**config.mk**
```make
export PLATFORM = sky130hd
export DESIGN_NAME = inst_fetch
export DESIGN_NICKNAME = d
export VERILOG_FILES = /design/src/rtl/inst_fetch_pkg.sv /design/src/rtl/inst_fetch_sync_fifo.sv /design/src/rtl/inst_fetch.sv
export SDC_FILE = /design/constraint.sdc
export NUM_CORES = 1
export LEC_CHECK = 0
export ABC_AREA = 1
export CAP_MARGIN = 25
export CORE_MARGIN = 10
export CORE_UTILIZATION = 48
export CTS_CLUSTER_SIZE = 14
export DETAILED_ROUTE_END_ITERATION = 8
export PLACE_DENSITY = 0.72
export SLEW_MARGIN = 20
export SYNTH_ARGS = -nofsm -noshare
export SYNTH_HDL_FRONTEND = slang
export SYNTH_SLANG_ARGS = --single-unit
```
**constraint.sdc**
```tcl
create_clock -name clk_100MHz -period 4.1 [get_ports clk_100MHz]
set_input_delay 1.025 -clock clk_100MHz [delete_from_list [all_inputs] [get_ports clk_100MHz]]
set_output_delay 1.025 -clock clk_100MHz [all_outputs]
set_load 0.005 [all_outputs]
```
**src/rtl/inst_fetch_pkg.sv**
```systemverilog
// Shared constants and types for the instruction-fetch stage.
package inst_fetch_pkg;

  localparam logic [31:0] INST_NOP       = 32'h0000_0013;
  localparam logic [31:0] CPU_RESET_ADDR = 32'h0000_0000;

  // One buffered fetch result: the instruction word and the address it came from.
  typedef struct packed {
    logic [31:0] addr;
    logic [31:0] data;
  } fetch_entry_t;

endpackage

```
**src/rtl/inst_fetch_sync_fifo.sv**
```systemverilog
// Small synchronous FIFO with synchronous clear.
// Push and pop may happen together in the same cycle at any occupancy.
// data_o always shows the head entry. It is meaningful only while empty_o is low.
module inst_fetch_sync_fifo #(
  parameter int WIDTH = 32,
  parameter int DEPTH = 2
) (
  input  logic                       clk_i,
  input  logic                       rst_ni,
  input  logic                       push_i,
  input  logic                       pop_i,
  input  logic                       clear_i,
  input  logic [WIDTH-1:0]           data_i,
  output logic [WIDTH-1:0]           data_o,
  output logic                       full_o,
  output logic                       empty_o,
  output logic [$clog2(DEPTH+1)-1:0] count_o
);

  localparam int PW = $clog2(DEPTH);
  localparam int CW = $clog2(DEPTH + 1);

  logic [WIDTH-1:0] mem_q [DEPTH];
  logic [PW-1:0]    wr_ptr_q, rd_ptr_q;
  logic [CW-1:0]    count_q;
  logic             do_push, do_pop;

  assign full_o  = (count_q == CW'(DEPTH));
  assign empty_o = (count_q == '0);
  assign count_o = count_q;
  assign data_o  = mem_q[rd_ptr_q];

  // A pop frees the slot that a simultaneous push into a full FIFO needs.
  assign do_push = push_i & (~full_o | pop_i);
  assign do_pop  = pop_i & ~empty_o;

  // Pointer and occupancy bookkeeping. The pointers wrap naturally because DEPTH is a power of 2.
  always_ff @(posedge clk_i or negedge rst_ni) begin
    if (!rst_ni) begin
      wr_ptr_q <= '0;
      rd_ptr_q <= '0;
      count_q  <= '0;
    end else if (clear_i) begin
      wr_ptr_q <= '0;
      rd_ptr_q <= '0;
      count_q  <= '0;
    end else begin
      if (do_push) wr_ptr_q <= wr_ptr_q + PW'(1);
      if (do_pop)  rd_ptr_q <= rd_ptr_q + PW'(1);
      if (do_push && !do_pop)      count_q <= count_q + CW'(1);
      else if (do_pop && !do_push) count_q <= count_q - CW'(1);
    end
  end

  // Storage array. It has no reset because the pointers gate what is visible.
  always_ff @(posedge clk_i) begin
    if (do_push && !clear_i) mem_q[wr_ptr_q] <= data_i;
  end

  a_no_overflow: assert property (@(posedge clk_i) disable iff (!rst_ni)
    (push_i && !clear_i) |-> (!full_o || pop_i));
  a_no_underflow: assert property (@(posedge clk_i) disable iff (!rst_ni)
    (pop_i && !clear_i) |-> !empty_o);

endmodule

```
**src/rtl/inst_fetch.sv**
```systemverilog
// Instruction-fetch stage. It issues the PC on a req/gnt bus and keeps several reads in flight.
// In-order responses are buffered and presented to ID through a registered output.
// A taken jump flushes everything on the wrong path. Reads already in flight are counted and dropped.
// Handshake: a request is accepted on a cycle where ibus_req_o and ibus_gnt_i are both high.
// ibus_rvalid_i carries one response per cycle, in issue order, and cannot be back-pressured.
module inst_fetch
  import inst_fetch_pkg::*;
#(
  parameter int FIFO_DEPTH      = 2,
  parameter int MAX_OUTSTANDING = 2
) (
  input  logic        clk_100MHz,
  input  logic        arst_n,
  input  logic [31:0] pc_addr_i,
  input  logic        jump_ena_i,
  input  logic        hold_ena_i,
  output logic        ibus_req_o,
  output logic [31:0] ibus_addr_o,
  input  logic        ibus_gnt_i,
  input  logic        ibus_rvalid_i,
  input  logic [31:0] ibus_rdata_i,
  output logic [31:0] inst_o,
  output logic [31:0] inst_addr_o,
  output logic        inst_valid_o,
  output logic        stall_req_o
);

  localparam int OCW  = $clog2(MAX_OUTSTANDING + 1);
  localparam int FCW  = $clog2(FIFO_DEPTH + 1);
  localparam int OCCW = FCW + 1;

  logic            flush, issue, accept, load, bypass;
  logic [OCW-1:0]  out_cnt_q, out_cnt_d, drop_cnt_q, drop_cnt_d;
  logic [OCCW-1:0] occupancy;

  logic [31:0]     head_tag;
  logic            tag_full, tag_empty;
  logic [FCW-1:0]  tag_cnt;

  fetch_entry_t    head_entry;
  logic [63:0]     head_raw;
  logic            data_full, data_empty, data_push, data_pop;
  logic [FCW-1:0]  data_cnt;

  logic [31:0]     inst_q, inst_d, inst_addr_q, inst_addr_d;
  logic            inst_valid_q, inst_valid_d;

  // Hold beats jump, which is the same priority the PC register uses.
  assign flush     = jump_ena_i & ~hold_ena_i;
  assign occupancy = OCCW'(out_cnt_q) + OCCW'(data_cnt);

  // Credit check: every outstanding read must already have a FIFO slot reserved.
  assign ibus_req_o  = ~flush & ~hold_ena_i
                     & (occupancy < OCCW'(FIFO_DEPTH))
                     & (out_cnt_q < OCW'(MAX_OUTSTANDING));
  assign ibus_addr_o = pc_addr_i;
  assign issue       = ibus_req_o & ibus_gnt_i;
  assign stall_req_o = ~issue & ~flush;

  // A response is kept only when it is not a wrong-path leftover.
  assign accept    = ibus_rvalid_i & ~flush & (drop_cnt_q == '0);
  assign load      = ~hold_ena_i & ~flush;
  assign bypass    = load & data_empty & accept;
  assign data_push = accept & ~bypass;
  assign data_pop  = load & ~data_empty;

  assign head_entry = fetch_entry_t'(head_raw);

  inst_fetch_sync_fifo #(.WIDTH(32), .DEPTH(FIFO_DEPTH)) u_tag_fifo (
    .clk_i   (clk_100MHz),
    .rst_ni  (arst_n),
    .push_i  (issue),
    .pop_i   (accept),
    .clear_i (flush),
    .data_i  (pc_addr_i),
    .data_o  (head_tag),
    .full_o  (tag_full),
    .empty_o (tag_empty),
    .count_o (tag_cnt)
  );

  inst_fetch_sync_fifo #(.WIDTH(64), .DEPTH(FIFO_DEPTH)) u_data_fifo (
    .clk_i   (clk_100MHz),
    .rst_ni  (arst_n),
    .push_i  (data_push),
    .pop_i   (data_pop),
    .clear_i (flush),
    .data_i  ({head_tag, ibus_rdata_i}),
    .data_o  (head_raw),
    .full_o  (data_full),
    .empty_o (data_empty),
    .count_o (data_cnt)
  );

  // Next values of the outstanding-read and wrong-path-drop counters.
  always_comb begin
    out_cnt_d = out_cnt_q;
    if (issue)         out_cnt_d = out_cnt_d + OCW'(1);
    if (ibus_rvalid_i) out_cnt_d = out_cnt_d - OCW'(1);
    drop_cnt_d = drop_cnt_q;
    if (flush)                                   drop_cnt_d = out_cnt_q - OCW'(ibus_rvalid_i);
    else if (ibus_rvalid_i && drop_cnt_q != '0)  drop_cnt_d = drop_cnt_q - OCW'(1);
  end

  // Register the read counters.
  always_ff @(posedge clk_100MHz or negedge arst_n) begin
    if (!arst_n) begin
      out_cnt_q  <= '0;
      drop_cnt_q <= '0;
    end else begin
      out_cnt_q  <= out_cnt_d;
      drop_cnt_q <= drop_cnt_d;
    end
  end

  // Select what the IF/ID output shows next: FIFO head first, then the bypassed response, else a bubble.
  always_comb begin
    inst_d       = inst_q;
    inst_addr_d  = inst_addr_q;
    inst_valid_d = inst_valid_q;
    if (flush) begin
      inst_d       = INST_NOP;
      inst_valid_d = 1'b0;
    end else if (!hold_ena_i) begin
      if (!data_empty) begin
        inst_d       = head_entry.data;
        inst_addr_d  = head_entry.addr;
        inst_valid_d = 1'b1;
      end else if (accept) begin
        inst_d       = ibus_rdata_i;
        inst_addr_d  = head_tag;
        inst_valid_d = 1'b1;
      end else begin
        inst_d       = INST_NOP;
        inst_valid_d = 1'b0;
      end
    end
  end

  // Register the IF/ID output.
  always_ff @(posedge clk_100MHz or negedge arst_n) begin
    if (!arst_n) begin
      inst_q       <= INST_NOP;
      inst_addr_q  <= CPU_RESET_ADDR;
      inst_valid_q <= 1'b0;
    end else begin
      inst_q       <= inst_d;
      inst_addr_q  <= inst_addr_d;
      inst_valid_q <= inst_valid_d;
    end
  end

  assign inst_o       = inst_q;
  assign inst_addr_o  = inst_addr_q;
  assign inst_valid_o = inst_valid_q;

  a_rvalid_expected: assert property (@(posedge clk_100MHz) disable iff (!arst_n)
    ibus_rvalid_i |-> (out_cnt_q != '0));
  a_tag_available: assert property (@(posedge clk_100MHz) disable iff (!arst_n)
    accept |-> !tag_empty);
  a_tag_room: assert property (@(posedge clk_100MHz) disable iff (!arst_n)
    issue |-> (!tag_full || accept));
  a_data_room: assert property (@(posedge clk_100MHz) disable iff (!arst_n)
    data_push |-> (!data_full || data_pop));
  a_tag_balance: assert property (@(posedge clk_100MHz) disable iff (!arst_n)
    (OCCW'(tag_cnt) + OCCW'(drop_cnt_q)) == OCCW'(out_cnt_q));

endmodule

```
==> results_dict.tcl, run 1 <==
set metrics [dict create \
    clkSinkCount 269 \
    first_pass_iters 5 \
    synthArstFlopShare_pct 28.6 \
    tns_ns 0 \
    synth_seq_cells 269 \
    die_w_microns 170 \
    clk_latency_ns 0.54 \
    period_needed_ns 3.68 \
    clk_pin_slew_worst_paths_ns 0.05 \
    vdd.ir_drop.worst_v 0.000346 \
    multiInputGateArea_sq_mm 0.00249 \
    arrival_ns 2.66 \
    status "complete, no violations" \
    critical_path_buf_inv_count 3 \
    start_util_pct 49.0 \
    slew_viol_final 0 \
    globalplace.congestion 0.748 \
    grt_pass1_wl_microns 39200 \
    num_vias 7064 \
    synth_cells 900 \
    ioPinCount 169 \
    crit_fanout 5 \
    required_ns 3.07 \
    ys.flop_type "edfxtp_1" \
    worst_slew_pin_slew_ns 0.866 \
    startpoint_type "input port" \
    ys_types 33 \
    crit_family "buffers and inverters" \
    numPortBuffers 168 \
    grt_pass1_vias 7257 \
    cap_violations 0 \
    placed_cell_area_sq_mm 0.0125 \
    synth_edf_count 192 \
    syn_avg_cell_area_sq_um 12.0 \
    cts-buffers-inserted 28 \
    wirelength_microns 24300 \
    path_common_cell "clkdlybuf4s50_1" \
    synth_area_sq_mm 0.0108 \
    finClkSkew_ns 0.0210 \
    critPathMaxStageDelay_ns 0.63 \
    antenna_found_initial 0 \
    h-tree-depth 1 \
    drc 0 \
    finalSetupViolCount 0 \
    post-route-period-util_pct 89.8 \
    vias_per_cell 5.28 \
    design_area_sq_mm 0.0134 \
    ys_warn_count 0 \
    cts_root_buf "clkbuf_16" \
    grt-ovfl-total 0 \
    path_class "in2out" \
    p_leak_nw 5.12 \
    worst_slew_margin_rel_pct 42.3 \
    gr-usage-all-layers_pct 16.8 \
    num_antenna_cells 0 \
    pwr_density_cell_mw_per_mm2 668 \
    end_kind "output port" \
    path_cells "clkdlybuf4s50_1, buf_4, nor2_8, nand3_2, nor2_4, nor2_1, clkdlybuf4s50_1" \
    area_growth_pct 24.8 \
    avgRoutedWirePerCell_microns 18.2 \
    syn_nets 973 \
    fp.dieH_microns 170 \
    cts_tree "yes" \
    clock.fmax_mhz 272 \
    cts_setup_buffers 0 \
    rsz0062_at_grt "false" \
    ys_seq_area_share_pct 71.5 \
    critical-path-slowest-cell "clkdlybuf4s50_1" \
    hold_violations 0 \
    holdCritPathClass "reg2reg" \
    grt_max_degree 67 \
    drive_gt1_share_pct 8.40 \
    floorplan.rows 54 \
    ant_nets 0 \
    core_sq_mm 0.0220 \
    hold_buffers 0 \
    fillers 1723 \
    drtIter0Drc 599 \
    final_nets 1111 \
    ctsResizeCount 0 \
    dpl.hpwl_microns 15000 \
    clock_path_buffers 3 \
    die_area_sq_mm 0.0288 \
    seqCellArea_sq_mm 0.00770 \
]
## cell usage after synthesis (all sizes together), types with 2 or more instances
library cell    n  area (sq um)
o311ai         29           254
dfrtp          74          1850
nand2         247           945
or2             2          12.5
ha              2          25.0
o211ai          5          37.5
o21ai          80           400
nor2           73           305
clkbuf         13          48.8
dfstp           3          78.8
edfxtp        192          5770
a21oi           7          38.8
buf            66           447
inv            26           103
a31oi           2          12.5
nand3          72           370
xor2            3          26.3
nand4           2          12.5
## routing by layer
layer  GRT usage [%]  part of all wire (%)
met3            4.42                   7.8
met5               0                     0
met4            3.93                   1.8
met2            27.0                    46
met1            22.2                    45
## worst reg2reg max path: cells and delay by family (launching register included)
family	cells	cell delay, ns
compound gates	1	0.08
flops	1	0.44
buf+inv	5	1.74
simple gates	4	0.50
## final timing paths
kind / slack [ns] / startpoint / end / cells after the start
setup / recovery: 0.42 / hold_ena_i / stall_req_o / 7
hold / removal: 0.49 / inst_valid_o / inst_valid_o / 2
setup reg to reg: 1.27 / u_data_fifo.count_o[0] / inst_addr_o[29] / 10
hold reg to reg: 0.49 / inst_valid_o / inst_valid_o / 2
max in group asynchronous: 2.63 / arst_n / inst_o[1] / 2
min in group asynchronous: 0.62 / arst_n / inst_addr_o[10] / 1
## registers in the layout, indices dropped and copies added (netlist names), 2 cells and up
| signal | cells |
|---|---|
| u_tag_fifo.mem_q | 64 |
| inst_addr_o | 32 |
| out_cnt_q | 2 |
| u_data_fifo.mem_q | 128 |
| drop_cnt_q | 2 |
| u_data_fifo.count_o | 2 |
| u_tag_fifo.count_o | 2 |
| inst_o | 32 |
## layout make-up
| cell class | count | share of cell area [%] |
|---|---|---|
| well taps | 280 | 2.61 |
| inverters | 27 | 0.792 |
| flip-flops and latches | 269 | 57.3 |
| clock inverters | 11 | 1.09 |
| repair buffers | 187 | 13.6 |
| clock buffers | 40 | 6.08 |
| multi-input cells | 525 | 18.5 |
## layout by cell type (no fill, tap or decap), types with 5 or more instances in the layout
cell | synthesis | layout
nand2_1 | 244 | 244
edfxtp_1 | 192 | 192
clkdlybuf4s50_1 | 0 | 167
dfrtp_1 | 74 | 73
nand3_1 | 70 | 70
nor2_1 | 70 | 66
o21ai_1 | 60 | 60
clkbuf_16 | 0 | 29
inv_1 | 21 | 21
o21ai_0 | 20 | 20
buf_4 | 42 | 20
o311ai_1 | 17 | 17
o311ai_0 | 12 | 12
nor2_4 | 2 | 6
a21oi_1 | 6 | 6
clkbuf_1 | 13 | 6
o211ai_1 | 5 | 5
clkinv_2 | 0 | 5
clkbuf_8 | 0 | 5
## through the flow
step           hold WS [ns]  power, W  setup slack (ns)  std cells  utilization [%]
2_1_floorplan         0.473   0.00529             0.343        900                -
3_3_place_gp          0.467   0.00640             0.422       1288             56.8
3_5_place_dp          0.474   0.00649             0.389       1288             56.8
4_1_cts               0.490   0.00909             0.388       1339             61.2
5_1_grt               0.512   0.00952             0.323       1339             61.2
6_report              0.485   0.00897             0.419       1339             61.2
## power breakdown
| part | switching, W | leakage, nW | internal (W) |
|---|---|---|---|
| sequential | 0.000253 | 2.71 | 0.00350 |
| clock | 0.00100 | 0.470 | 0.00157 |
| combinational | 0.00157 | 1.94 | 0.00106 |
| total | 0.00283 | 5.12 | 0.00614 |
## kinds of logic after synthesis
kind of cell | after synthesis | share of synthesized area, %
AO/OA/AOI/OAI | 123 | 6.91
adder cells (fa/ha/maj) | 3 | 0.419
XOR/XNOR | 3 | 0.244
AND/OR/NAND/NOR | 396 | 15.3
flip-flops | 269 | 71.5
buffers and inverters | 106 | 5.59
Note: power is estimated with default switching activity, not from simulation.
==> run 2: changes to the inputs <==
Settings changed: CAP_MARGIN 25 to 20.
==> results of run 2 <==
The final DEF is identical to that of run 1; final timing and power are the same.
